===== config.mk =====
export PLATFORM = sky130hd
export DESIGN_NAME = tl_buffer_ad
export DESIGN_NICKNAME = d
export VERILOG_FILES = /design/src/rtl/tl_pkg.sv /design/src/rtl/tl_queue.sv /design/src/rtl/tl_buffer_ad.sv
export SDC_FILE = /design/constraint.sdc
export NUM_CORES = 1
export LEC_CHECK = 0
export CORE_AREA = 2 2 294 296
export CTS_CLUSTER_DIAMETER = 200
export DETAILED_ROUTE_END_ITERATION = 10
export DIE_AREA = 0 0 296 298
export GPL_ROUTABILITY_DRIVEN = 0
export PLACE_DENSITY = 0.44
export RECOVER_POWER = 25
export SYNTH_ARGS = -nofsm -noshare
export SYNTH_HDL_FRONTEND = slang
export SYNTH_SLANG_ARGS = --single-unit

===== constraint.sdc =====
create_clock -name clock -period 6.7 [get_ports clock]
set_input_delay 1.005 -clock clock [delete_from_list [all_inputs] [get_ports clock]]
set_output_delay 1.005 -clock clock [all_outputs]
set_load 0.03 [all_outputs]

===== src/rtl/tl_pkg.sv =====
// Shared TileLink field widths and packed beat layouts for the A and D channels.
package tl_pkg;

    localparam int TL_OPCODE_W = 3;
    localparam int TL_SIZE_W   = 3;
    localparam int TL_SOURCE_W = 7;
    localparam int TL_ADDR_W   = 32;
    localparam int TL_DATA_W   = 64;
    localparam int TL_MASK_W   = 8;
    localparam int TL_SINK_W   = 3;

    typedef struct packed {
        logic [TL_OPCODE_W-1:0] opcode;
        logic [2:0]             param;
        logic [TL_SIZE_W-1:0]   size;
        logic [TL_SOURCE_W-1:0] source;
        logic [TL_ADDR_W-1:0]   address;
        logic [TL_MASK_W-1:0]   mask;
        logic [TL_DATA_W-1:0]   data;
        logic                   corrupt;
    } a_beat_t;

    typedef struct packed {
        logic [TL_OPCODE_W-1:0] opcode;
        logic [1:0]             param;
        logic [TL_SIZE_W-1:0]   size;
        logic [TL_SOURCE_W-1:0] source;
        logic [TL_SINK_W-1:0]   sink;
        logic                   denied;
        logic [TL_DATA_W-1:0]   data;
        logic                   corrupt;
    } d_beat_t;

endpackage


===== src/rtl/tl_queue.sv =====
// DEPTH-entry registered FIFO with one cycle of latency and no empty bypass.
// TL_BUFFER_OCCUPANCY_EN adds a count output exposing current occupancy.
module tl_queue #(
    parameter int DATA_W = 8,
    parameter int DEPTH  = 2
) (
    input  logic              clock,
    input  logic              reset,
    input  logic              enq_valid,
    output logic              enq_ready,
    input  logic [DATA_W-1:0] enq_bits,
    output logic              deq_valid,
    input  logic              deq_ready,
    output logic [DATA_W-1:0] deq_bits
`ifdef TL_BUFFER_OCCUPANCY_EN
    ,
    output logic [$clog2(DEPTH+1)-1:0] count_o
`endif
);

    localparam int CNT_W = $clog2(DEPTH + 1);
    localparam int PTR_W = $clog2(DEPTH);

    logic [DATA_W-1:0] mem [DEPTH];
    logic [PTR_W-1:0]  wr_ptr;
    logic [PTR_W-1:0]  rd_ptr;
    logic [CNT_W-1:0]  count;
    logic              enq_fire;
    logic              deq_fire;

    // Ready depends on registered count only, so a full queue refuses even when draining.
    assign enq_ready = (count != CNT_W'(DEPTH));
    assign deq_valid = (count != '0);
    assign deq_bits  = mem[rd_ptr];
    assign enq_fire  = enq_valid && enq_ready;
    assign deq_fire  = deq_valid && deq_ready;

`ifdef TL_BUFFER_OCCUPANCY_EN
    assign count_o = count;
`endif

    always_ff @(posedge clock or negedge reset) begin
        if (!reset) begin
            wr_ptr <= '0;
            rd_ptr <= '0;
            count  <= '0;
        end else begin
            if (enq_fire)
                wr_ptr <= (wr_ptr == PTR_W'(DEPTH - 1)) ? '0 : wr_ptr + PTR_W'(1);
            if (deq_fire)
                rd_ptr <= (rd_ptr == PTR_W'(DEPTH - 1)) ? '0 : rd_ptr + PTR_W'(1);
            if (enq_fire && !deq_fire)
                count <= count + CNT_W'(1);
            else if (deq_fire && !enq_fire)
                count <= count - CNT_W'(1);
        end
    end

    // Storage carries data only; stale entries are unreachable once pointers clear.
    always_ff @(posedge clock) begin
        if (enq_fire)
            mem[wr_ptr] <= enq_bits;
    end

endmodule


===== src/rtl/tl_buffer_ad.sv =====
// TileLink buffer: A and D channels queued through tl_queue, B/C/E wired straight through.
// TL_BUFFER_OCCUPANCY_EN adds a_count/d_count occupancy outputs.
module tl_buffer_ad
    import tl_pkg::*;
#(
    parameter int DEPTH = 2
) (
    input  logic                   clock,
    input  logic                   reset,
    // A upstream
    input  logic                   auto_in_a_valid,
    output logic                   auto_in_a_ready,
    input  logic [TL_OPCODE_W-1:0] auto_in_a_bits_opcode,
    input  logic [2:0]             auto_in_a_bits_param,
    input  logic [TL_SIZE_W-1:0]   auto_in_a_bits_size,
    input  logic [TL_SOURCE_W-1:0] auto_in_a_bits_source,
    input  logic [TL_ADDR_W-1:0]   auto_in_a_bits_address,
    input  logic [TL_MASK_W-1:0]   auto_in_a_bits_mask,
    input  logic [TL_DATA_W-1:0]   auto_in_a_bits_data,
    input  logic                   auto_in_a_bits_corrupt,
    // A downstream
    output logic                   auto_out_a_valid,
    input  logic                   auto_out_a_ready,
    output logic [TL_OPCODE_W-1:0] auto_out_a_bits_opcode,
    output logic [2:0]             auto_out_a_bits_param,
    output logic [TL_SIZE_W-1:0]   auto_out_a_bits_size,
    output logic [TL_SOURCE_W-1:0] auto_out_a_bits_source,
    output logic [TL_ADDR_W-1:0]   auto_out_a_bits_address,
    output logic [TL_MASK_W-1:0]   auto_out_a_bits_mask,
    output logic [TL_DATA_W-1:0]   auto_out_a_bits_data,
    output logic                   auto_out_a_bits_corrupt,
    // B upstream / downstream
    output logic                   auto_in_b_valid,
    input  logic                   auto_in_b_ready,
    output logic [1:0]             auto_in_b_bits_param,
    output logic [TL_SOURCE_W-1:0] auto_in_b_bits_source,
    output logic [TL_ADDR_W-1:0]   auto_in_b_bits_address,
    input  logic                   auto_out_b_valid,
    output logic                   auto_out_b_ready,
    input  logic [1:0]             auto_out_b_bits_param,
    input  logic [TL_SOURCE_W-1:0] auto_out_b_bits_source,
    input  logic [TL_ADDR_W-1:0]   auto_out_b_bits_address,
    // C upstream / downstream
    input  logic                   auto_in_c_valid,
    output logic                   auto_in_c_ready,
    input  logic [TL_OPCODE_W-1:0] auto_in_c_bits_opcode,
    input  logic [2:0]             auto_in_c_bits_param,
    input  logic [TL_SIZE_W-1:0]   auto_in_c_bits_size,
    input  logic [TL_SOURCE_W-1:0] auto_in_c_bits_source,
    input  logic [TL_ADDR_W-1:0]   auto_in_c_bits_address,
    input  logic [TL_DATA_W-1:0]   auto_in_c_bits_data,
    input  logic                   auto_in_c_bits_corrupt,
    output logic                   auto_out_c_valid,
    input  logic                   auto_out_c_ready,
    output logic [TL_OPCODE_W-1:0] auto_out_c_bits_opcode,
    output logic [2:0]             auto_out_c_bits_param,
    output logic [TL_SIZE_W-1:0]   auto_out_c_bits_size,
    output logic [TL_SOURCE_W-1:0] auto_out_c_bits_source,
    output logic [TL_ADDR_W-1:0]   auto_out_c_bits_address,
    output logic [TL_DATA_W-1:0]   auto_out_c_bits_data,
    output logic                   auto_out_c_bits_corrupt,
    // D downstream
    input  logic                   auto_out_d_valid,
    output logic                   auto_out_d_ready,
    input  logic [TL_OPCODE_W-1:0] auto_out_d_bits_opcode,
    input  logic [1:0]             auto_out_d_bits_param,
    input  logic [TL_SIZE_W-1:0]   auto_out_d_bits_size,
    input  logic [TL_SOURCE_W-1:0] auto_out_d_bits_source,
    input  logic [TL_SINK_W-1:0]   auto_out_d_bits_sink,
    input  logic                   auto_out_d_bits_denied,
    input  logic [TL_DATA_W-1:0]   auto_out_d_bits_data,
    input  logic                   auto_out_d_bits_corrupt,
    // D upstream
    output logic                   auto_in_d_valid,
    input  logic                   auto_in_d_ready,
    output logic [TL_OPCODE_W-1:0] auto_in_d_bits_opcode,
    output logic [1:0]             auto_in_d_bits_param,
    output logic [TL_SIZE_W-1:0]   auto_in_d_bits_size,
    output logic [TL_SOURCE_W-1:0] auto_in_d_bits_source,
    output logic [TL_SINK_W-1:0]   auto_in_d_bits_sink,
    output logic                   auto_in_d_bits_denied,
    output logic [TL_DATA_W-1:0]   auto_in_d_bits_data,
    output logic                   auto_in_d_bits_corrupt,
    // E upstream / downstream
    input  logic                   auto_in_e_valid,
    output logic                   auto_in_e_ready,
    input  logic [TL_SINK_W-1:0]   auto_in_e_bits_sink,
    output logic                   auto_out_e_valid,
    input  logic                   auto_out_e_ready,
    output logic [TL_SINK_W-1:0]   auto_out_e_bits_sink
`ifdef TL_BUFFER_OCCUPANCY_EN
    ,
    output logic [$clog2(DEPTH+1)-1:0] a_count,
    output logic [$clog2(DEPTH+1)-1:0] d_count
`endif
);

    a_beat_t a_enq;
    a_beat_t a_deq;
    d_beat_t d_enq;
    d_beat_t d_deq;

    assign a_enq = '{opcode:  auto_in_a_bits_opcode,  param: auto_in_a_bits_param,
                     size:    auto_in_a_bits_size,    source: auto_in_a_bits_source,
                     address: auto_in_a_bits_address, mask: auto_in_a_bits_mask,
                     data:    auto_in_a_bits_data,    corrupt: auto_in_a_bits_corrupt};

    assign {auto_out_a_bits_opcode, auto_out_a_bits_param, auto_out_a_bits_size,
            auto_out_a_bits_source, auto_out_a_bits_address, auto_out_a_bits_mask,
            auto_out_a_bits_data, auto_out_a_bits_corrupt} = a_deq;

    assign d_enq = '{opcode: auto_out_d_bits_opcode, param: auto_out_d_bits_param,
                     size:   auto_out_d_bits_size,   source: auto_out_d_bits_source,
                     sink:   auto_out_d_bits_sink,   denied: auto_out_d_bits_denied,
                     data:   auto_out_d_bits_data,   corrupt: auto_out_d_bits_corrupt};

    assign {auto_in_d_bits_opcode, auto_in_d_bits_param, auto_in_d_bits_size,
            auto_in_d_bits_source, auto_in_d_bits_sink, auto_in_d_bits_denied,
            auto_in_d_bits_data, auto_in_d_bits_corrupt} = d_deq;

    tl_queue #(.DATA_W($bits(a_beat_t)), .DEPTH(DEPTH)) u_a_queue (
        .clock     (clock),
        .reset     (reset),
        .enq_valid (auto_in_a_valid),
        .enq_ready (auto_in_a_ready),
        .enq_bits  (a_enq),
        .deq_valid (auto_out_a_valid),
        .deq_ready (auto_out_a_ready),
        .deq_bits  (a_deq)
`ifdef TL_BUFFER_OCCUPANCY_EN
        ,
        .count_o   (a_count)
`endif
    );

    tl_queue #(.DATA_W($bits(d_beat_t)), .DEPTH(DEPTH)) u_d_queue (
        .clock     (clock),
        .reset     (reset),
        .enq_valid (auto_out_d_valid),
        .enq_ready (auto_out_d_ready),
        .enq_bits  (d_enq),
        .deq_valid (auto_in_d_valid),
        .deq_ready (auto_in_d_ready),
        .deq_bits  (d_deq)
`ifdef TL_BUFFER_OCCUPANCY_EN
        ,
        .count_o   (d_count)
`endif
    );

    // B, C and E carry no buffering.
    assign auto_in_b_valid        = auto_out_b_valid;
    assign auto_out_b_ready       = auto_in_b_ready;
    assign auto_in_b_bits_param   = auto_out_b_bits_param;
    assign auto_in_b_bits_source  = auto_out_b_bits_source;
    assign auto_in_b_bits_address = auto_out_b_bits_address;

    assign auto_out_c_valid        = auto_in_c_valid;
    assign auto_in_c_ready         = auto_out_c_ready;
    assign auto_out_c_bits_opcode  = auto_in_c_bits_opcode;
    assign auto_out_c_bits_param   = auto_in_c_bits_param;
    assign auto_out_c_bits_size    = auto_in_c_bits_size;
    assign auto_out_c_bits_source  = auto_in_c_bits_source;
    assign auto_out_c_bits_address = auto_in_c_bits_address;
    assign auto_out_c_bits_data    = auto_in_c_bits_data;
    assign auto_out_c_bits_corrupt = auto_in_c_bits_corrupt;

    assign auto_out_e_valid     = auto_in_e_valid;
    assign auto_in_e_ready      = auto_out_e_ready;
    assign auto_out_e_bits_sink = auto_in_e_bits_sink;

endmodule


* Yosys cells after proc, flatten, opt, wreduce, memory -nomap -nowiden *
Memory sizes are Yosys's and may differ from the RTL's.
Cells that the tools add are included.

cells by class
  add/sub/neg operators = 8
  equal/unequal tests = 2
  muxes and demuxes = 12
  reductions and logical operators = 16

operators with widths
  operator                                          number
  logical AND 1 bit                                 8
  two-way mux 1 bit                                 8
  two-way mux 2 bit                                 4
  nonzero test 2 bit                                4
  adder 1 bit, second input constant                4
  adder 2 x 1 -> 2 bit, second input constant       2
  logical NOT 1 bit                                 4
  != test 2 bit, second input constant              2
  subtractor 2 x 1 -> 2 bit, second input constant  2

word-level totals
  flip-flop bits (word level) = 8
  RAM bits = 410
  input bits = 374
  output and inout bits = 372
  memories = 2

memory list
  name           words  width  rd ports  clocked after Yosys merged registers in  wr ports  RTL line        text
  u_a_queue.mem  2      121    1         0                                        1         tl_queue.sv:24  logic [DATA_W-1:0] mem [DEPTH];
  u_d_queue.mem  2      84     1         0                                        1         tl_queue.sv:24

* Depth between registers and ports, before layout *
Gate-level depths: netlist (run 1).

  word-level depth = 6
  gate-level depth with buffers = 7
  depth with buffers taken out = 7

* By module *
A second synthesis (run 1) with hierarchy kept.

unflattened totals
  cells, all modules = 837
  area, all modules = 16,747.3 um2

modules (own cells, without submodules)
  module                 instances  cells each  area each (um2)  sequential area each (um2)
  tl_queue at u_a_queue  1          395         9,260.1          7,367.1
  tl_queue at u_d_queue  1          279         6,263.5          5,144.9
  tl_buffer_ad           1          163         1,223.7          0.0

* Least setup slack after synthesis (run 1) *
Ideal clock, no wire load.

  path kind = in2reg
  from = input port auto_in_a_valid
  to = memory u_a_queue.mem[0][0] (netlist name) (enable)
  setup time = 603 ps
  arrival = 6,136 ps
  required time = 6,097 ps
  path slack = -38 ps
  stages = 2
  buffers on the path = 0
  cells stage by stage = nand2_1 -> nor2_1

between the ends
  word-level cells in the longest chain between the ends = 3

RTL lines
  item                                     RTL line            text
  from (decl)                              tl_buffer_ad.sv:11  input logic auto_in_a_valid,
  logical AND 1 bit                        tl_queue.sv:35      assign enq_fire = enq_valid && enq_ready;
  two-way mux 1 bit                        tl_queue.sv:61      if (enq_fire)
  two-way mux 1 bit (not written as such)  tl_queue.sv:62      mem[wr_ptr] <= enq_bits;
  to (decl)                                tl_queue.sv:24

No other way between the ends.

* Worst setup path in the final report (run 1) *
  from = register u_a_queue.rd_ptr
  to = output port auto_out_a_bits_param[2]

between the ends
  word-level cells in the longest chain between the ends = 1

RTL lines
  item                    RTL line            text
  from (decl)             tl_queue.sv:26      logic [PTR_W-1:0] rd_ptr;
  from (signal assigned)  tl_queue.sv:51      rd_ptr <= (rd_ptr == PTR_W'(DEPTH - 1)) ? '0 : rd_ptr + PTR_W'(1);
  memory (2 x 121 bit)    --
  to (decl)               tl_buffer_ad.sv:25  output logic [2:0] auto_out_a_bits_param,

No other way between the ends.

==> results.md, run 1 <==
* Critical path type: reg2out
* Via count at a little over 8000
* Worst EP required at between 5 and 6 ns
* Die footprint at 0.08821 mm2
* Slew Limit Headroom at 41.35%
* Hold Startpoint: u_a_queue.count[1]$_DFFE_PN0P_
* Mapped Cells at 837
* Cell accounting for the most synthesized area: edfxtp_1
* Sink Count at 418
* Register area share after synthesis at roughly three quarters
* Hold WC Path Type: reg2reg
* Final net count at 1507
* Yosys top cell area share at between 70% and 80%
* WL final at roughly 43000 um
* Slew Viols, Final at 0
* Final setup viols at 0
* Hold-fix buffers, CTS at 0
* RSZ-0062 raised after global routing: no
* DRT Pass-1 Iters at 4
* Status: finished clean
* Final ANT Viol Nets at 0
* Number of global-route vias before repair at between 9000 and 10000
* Layout Utilization at 26.77%
* M2 GR Usage at 13.51%
* Cell Pwr Density at ~470 mW/mm2
* Crit path max fanout at 84
* Root buf cell: clkbuf_16
* Drt initial violations at roughly 330
* Clock skew at approximately 0.013 ns
* # fillers at 8646
* Lkg Pwr at about 7.7 nW
* Final HPWL from detailed placement at 28910 um
* Worst vdd ir at 265.2 uV
* RR Endpoint: u_d_queue.mem[0][36]$_DFFE_PP_
* CP endpoint kind: output pin
* Largest net degree at the start of global routing at 85
* R2r startpoint: u_d_queue.count[0]$_DFFE_PN0P_
* Layout cell share with drive strength beyond 1 at 25.00%
* Yosys cell types at 17
* Max frequency at 0.2358 GHz
* Starting Density at about a fifth
* Endpoints failing hold at 0
* Reg clk slew, reported paths at about 0.06 ns
* Drt wl/cell at 18.33 um
* Floorplan row count at 107
* Total Routing Usage GR at slightly above 9%
* CP Launch Type: flip-flop
* Final min period at approximately 4.2 ns
* CTS max path bufs at 3
* Mapped Area at 0.01673 mm2
* Syn Area/Cell at 19.99 um2
* Commonest non-fill, non-tap cell in the layout: edfxtp_1
* Avg Vias per Cell at approximately 3.6
* Number of port buffers at 419
* Clk_lat worst skew at 0.58 ns
* Synthesis-stage register bit count at 418
* I/O pin total at 746
* Floorplan core area at 0.08488 mm2
* WHS Path Cells at 1
* Top cells by area, synth: edfxtp_1 74%, mux2_2 8.4%, buf_4 7.5%
* Area growth syn-to-layout at 35.77%
* Drt drc at 0
* Reg2reg setup slack at 4.30 ns
* Die Ht at 298 um
* CTS tree: done
* MaxCap Viol Count at 0
* GRT met1 Usage at 9.966%
* Top Usage Layer GRT: met2
* Setup TNS at 0 ns
* First-pass GRT wire length at roughly 60000 um
* H-tree Lvls at 2
* Period utilisation layout at 63.29%
* GR Overflow Total at 0
* Setup bufs post-CTS at 0
* Arrival time worst endpoint at 3.24 ns
* Post-CTS sizing at 0
* R2R depth at 5
* Syn Nets at 1213
* Total CTS buffers at just over 50
* WHS Endpoint: u_a_queue.count[1]$_DFFE_PN0P_
* Yosys warnings at 0
* Initial antenna violation count at 27
* Worst Max-Slew Pin Slew at 0.8798 ns
* GR Util met3 at 7.699%
* Most frequent cells in the layout: 410 x edfxtp_1, 265 x clkdlybuf4s50_1, 154 x dlygate4sd3_1
* DIE WIDTH at between 200 and 300 um
## worst max path at each step
stage | cells past startpoint | start | slack, ns | end
finish | 3 | u_a_queue.rd_ptr$_DFFE_PN0P_ | 2.46 | auto_out_a_bits_param[2]
global route | 3 | u_a_queue.rd_ptr$_DFFE_PN0P_ | 2.27 | auto_out_a_bits_param[2]
CTS | 3 | u_a_queue.rd_ptr$_DFFE_PN0P_ | 2.31 | auto_out_a_bits_param[2]
detailed placement | 3 | u_a_queue.rd_ptr$_DFFE_PN0P_ | 2.98 | auto_out_a_bits_param[2]
global placement | 3 | u_a_queue.rd_ptr$_DFFE_PN0P_ | 3.01 | auto_out_a_bits_param[2]
floorplan | 2 | auto_out_d_valid | 1.56 | u_d_queue.mem[0][0]$_DFFE_PP_
## registers in the layout (all words and copies together), names as in the netlist
register / cells
u_d_queue.count: 2
u_a_queue.rd_ptr: 1
u_a_queue.count: 2
u_d_queue.mem: 168
u_d_queue.rd_ptr: 1
u_d_queue.wr_ptr: 1
u_a_queue.wr_ptr: 1
u_a_queue.mem: 242
## power breakdown
part	switching [mW]	internal [mW]	total, mW
clock	1.08	1.57	2.65
combinational	2.30	1.81	4.11
sequential	0.243	3.58	3.83
## routing by layer
layer / share of wire [%] / wire [um] / vias to the layer above
li1: - / - / 3625
met1: 38 / 16050 / 3969
met2: 42 / 18010 / 564
met3: 17 / 7388 / 103
met4: 2.6 / 1103 / 22
met5: 0.41 / 177 / -
## area by class of cell
type | instances | area (um2) | area share (%)
Multi-Input combinational cell | 231 | 2814 | 12.39
Inverter | 2 | 7.507 | 0.03305
Tap cell | 1144 | 1431 | 6.301
Clock inverter | 31 | 274.0 | 1.206
Timing Repair Buffer | 427 | 4292 | 18.89
Sequential cell | 418 | 12520 | 55.11
Antenna cell | 15 | 37.54 | 0.1652
Clock buffer | 63 | 1343 | 5.910
## through the flow
stage                     area, um2  std cells  setup WS, ns  power [mW]  hold slack (ns)
after floorplan               16730        837         1.564       6.649           0.4559
after global placement        21060       2222         3.007       8.093           0.4719
after detailed placement      21060       2222         2.980       8.106           0.4998
after CTS                     22680       2316         2.308       10.85           0.5089
after global routing          22700       2323         2.267       11.11           0.5133
final                         22720       2331         2.460       10.59           0.5004
## worst max-delay path: stages (launching register included)
cell             delay (ns)
dfrtp_4                0.92
buf_12                 0.54
mux2_2                 0.42
clkdlybuf4s50_1        0.60
## cells in the mapped netlist (all sizes together)
| master | n |
|---|---|
| nor2 | 4 |
| mux2 | 205 |
| nand2b | 2 |
| nand2 | 4 |
| inv | 2 |
| xor2 | 4 |
| dfrtp | 8 |
| ha | 2 |
| buf | 186 |
| xnor2 | 6 |
| and3 | 2 |
| or2 | 2 |
| edfxtp | 410 |
## logic make-up (layout without fill, tap and decap cells)
kind of cell	Yosys count	count (layout)	share of synthesized area (%)
flops	418	418	74.78
other cells	0	15	0
fa+ha+maj	2	2	0.1495
simple gates	14	14	0.4037
mux	205	205	15.59
buf+inv	188	523	8.555
xor+xnor	10	10	0.5234
Power figures use the tool's default switching activity.
==> inputs of run 2 (changes only) <==
- PLACE_DENSITY: 0.44 -> 0.43
- clock period: 6.7 -> 4.3 ns (I/O delays scaled with it)
==> results.md, run 2 (same netlist as run 1, synthesis figures left out) <==
* Slew Viols, Final at 0
* DRT Pass-1 Iters at 4
* Clock skew at 0.02910 ns
* First-pass GRT wire length at 60840 um
* Final net count at 1516
* Most frequent cells in the layout: 410 x edfxtp_1, 268 x clkdlybuf4s50_1, 151 x dlygate4sd3_1
* Clk_lat worst skew at 0.58 ns
* Largest net degree at the start of global routing at 62
* Hold-fix buffers, CTS at 0
* Final setup margin at roughly 0.69 ns
* WL final at 43530 um
* Layout cell share with drive strength beyond 1 at 24.68%
* Setup TNS at 0 ns
* Number of port buffers at 419
* DIE WIDTH at 296 um
* Worst vdd ir at about 340 uV
* Endpoints failing hold at 0
* Status: finished clean
* Reg clk slew, reported paths at 0.06 ns
* Period utilisation layout at ~84%
* Die Ht at 298 um
* Total Routing Usage GR at about a tenth
* Max frequency at 0.2769 GHz
* Final min period at 3.612 ns
* Sink Count at 418
* I/O pin total at 746
* Crit path max fanout at 42
* Total CTS buffers at 48
* CP endpoint kind: output pin
* Starting Density at 19.71%
* RSZ-0062 raised after global routing: no
* Setup bufs post-CTS at 0
* Post-CTS sizing at 0
* Area growth syn-to-layout at 35.77%
* Critical path type: reg2out
* CP Launch Type: flip-flop
* GR Overflow Total at 0
* Drt initial violations at roughly 340
* Max reg flops at around 240
* MaxCap Viol Count at 0
* Floorplan row count at 107
* Lkg Pwr at approximately 7.7 nW
* Final HPWL from detailed placement at around 30000 um
* Slew Limit Headroom at 38.01%
* CTS tree: done
* Arrival time worst endpoint at 2.97 ns
* Initial antenna violation count at 23
* Worst Max-Slew Pin Slew at 0.9298 ns
* CTS max path bufs at 3
* Drt wl/cell at 18.68 um
* Total Power at 16.35 mW
* H-tree Lvls at 2
* Worst EP required at 3.65 ns
* Cell Pwr Density at 719.6 mW/mm2
* Drt drc at 0
* Floorplan core area at roughly 0.085 mm2
* Largest Register: u_a_queue.mem
* Avg Vias per Cell at about 3.6
* Commonest non-fill, non-tap cell in the layout: edfxtp_1
* Via count at 8380
* Dpl ws at 1.262 ns
* Top flop regs: u_a_queue.mem x242, u_d_queue.mem x168
* Root buf cell: clkbuf_16
* Final setup viols at 0
* Hold WC Path Type: in2async
* Number of global-route vias before repair at 9062
* Die footprint at 0.08821 mm2
* Final ANT Viol Nets at 0
-- run 2: cell types whose count changed in the layout (fill, tap and decap cells not counted), sizes merged --
cell | before | now
buf | 8 | 20
clkinvlp | 4 | 1
clkinv | 20 | 26
clkbuf | 63 | 61
dlygate4sd3 | 154 | 151
bufinv | 4 | 1
clkdlybuf4s50 | 265 | 268
inv | 5 | 2
diode | 15 | 7
-- run 2: where the power goes --
| group | internal, mW | switching [mW] |
|---|---|---|
| registers | 5.57 | 0.431 |
| logic | 2.95 | 3.62 |
| clock network | 2.17 | 1.61 |
| total | 10.7 | 5.65 |
-- run 2: worst max-delay path, cell delays in order, from the launching register on --
cell,delay [ns]
dfrtp_4,1.01
buf_12,0.31
mux2_2,0.37
clkdlybuf4s50_1,0.60
-- run 2: path summary, 6_finish.rpt --
path                                                start                              to  slack [ns]  cells after the start
max                          u_a_queue.rd_ptr$_DFFE_PN0P_        auto_out_a_bits_data[28]        0.69                      3
min                                                 reset    u_d_queue.rd_ptr$_DFFE_PN0P_        0.43                      1
max reg2reg                u_a_queue.count[0]$_DFFE_PN0P_   u_a_queue.mem[0][5]$_DFFE_PP_        2.15                      4
min reg2reg                u_d_queue.count[1]$_DFFE_PN0P_  u_d_queue.count[1]$_DFFE_PN0P_        0.50                      1
max in group asynchronous                           reset    u_a_queue.rd_ptr$_DFFE_PN0P_        3.55                      1
min in group clock         u_d_queue.count[1]$_DFFE_PN0P_  u_d_queue.count[1]$_DFFE_PN0P_        0.50                      1
-- run 2: routing by layer --
metal	routed length, um	share of wire (%)	global-route usage [%]
met5	268	0.62	1.053
met1	17250	40	10.79
met3	7065	16	7.214
met2	18010	41	13.18
met4	934	2.1	2.609
-- run 2: area by class of cell --
| type | count | area [um2] |
|---|---|---|
| clock buffer | 61 | 1292 |
| antenna | 7 | 17.52 |
| inverter | 2 | 7.507 |
| tap | 1144 | 1431 |
| clock inverter | 28 | 153.9 |
| fill | 8649 | 62160 |
| timing repair buffer | 439 | 4482 |
| multi-input combinational | 231 | 2814 |
| sequential | 418 | 12520 |
-- run 2: per-stage QoR --
| stage | cell area, um2 | cells | utilization (%) | hold WS, ns |
|---|---|---|---|---|
| 3_5_place_dp | 21250 | 2234 | 25.04 | 0.4864 |
| 5_1_grt | 22710 | 2326 | 26.75 | 0.4208 |
| 4_1_cts | 22700 | 2323 | 26.74 | 0.3154 |
| 6_report | 22720 | 2330 | 26.77 | 0.4270 |
| 2_1_floorplan | 16740 | 837 | - | 0.3494 |
| 3_3_place_gp | 21250 | 2234 | 25.04 | 0.4745 |
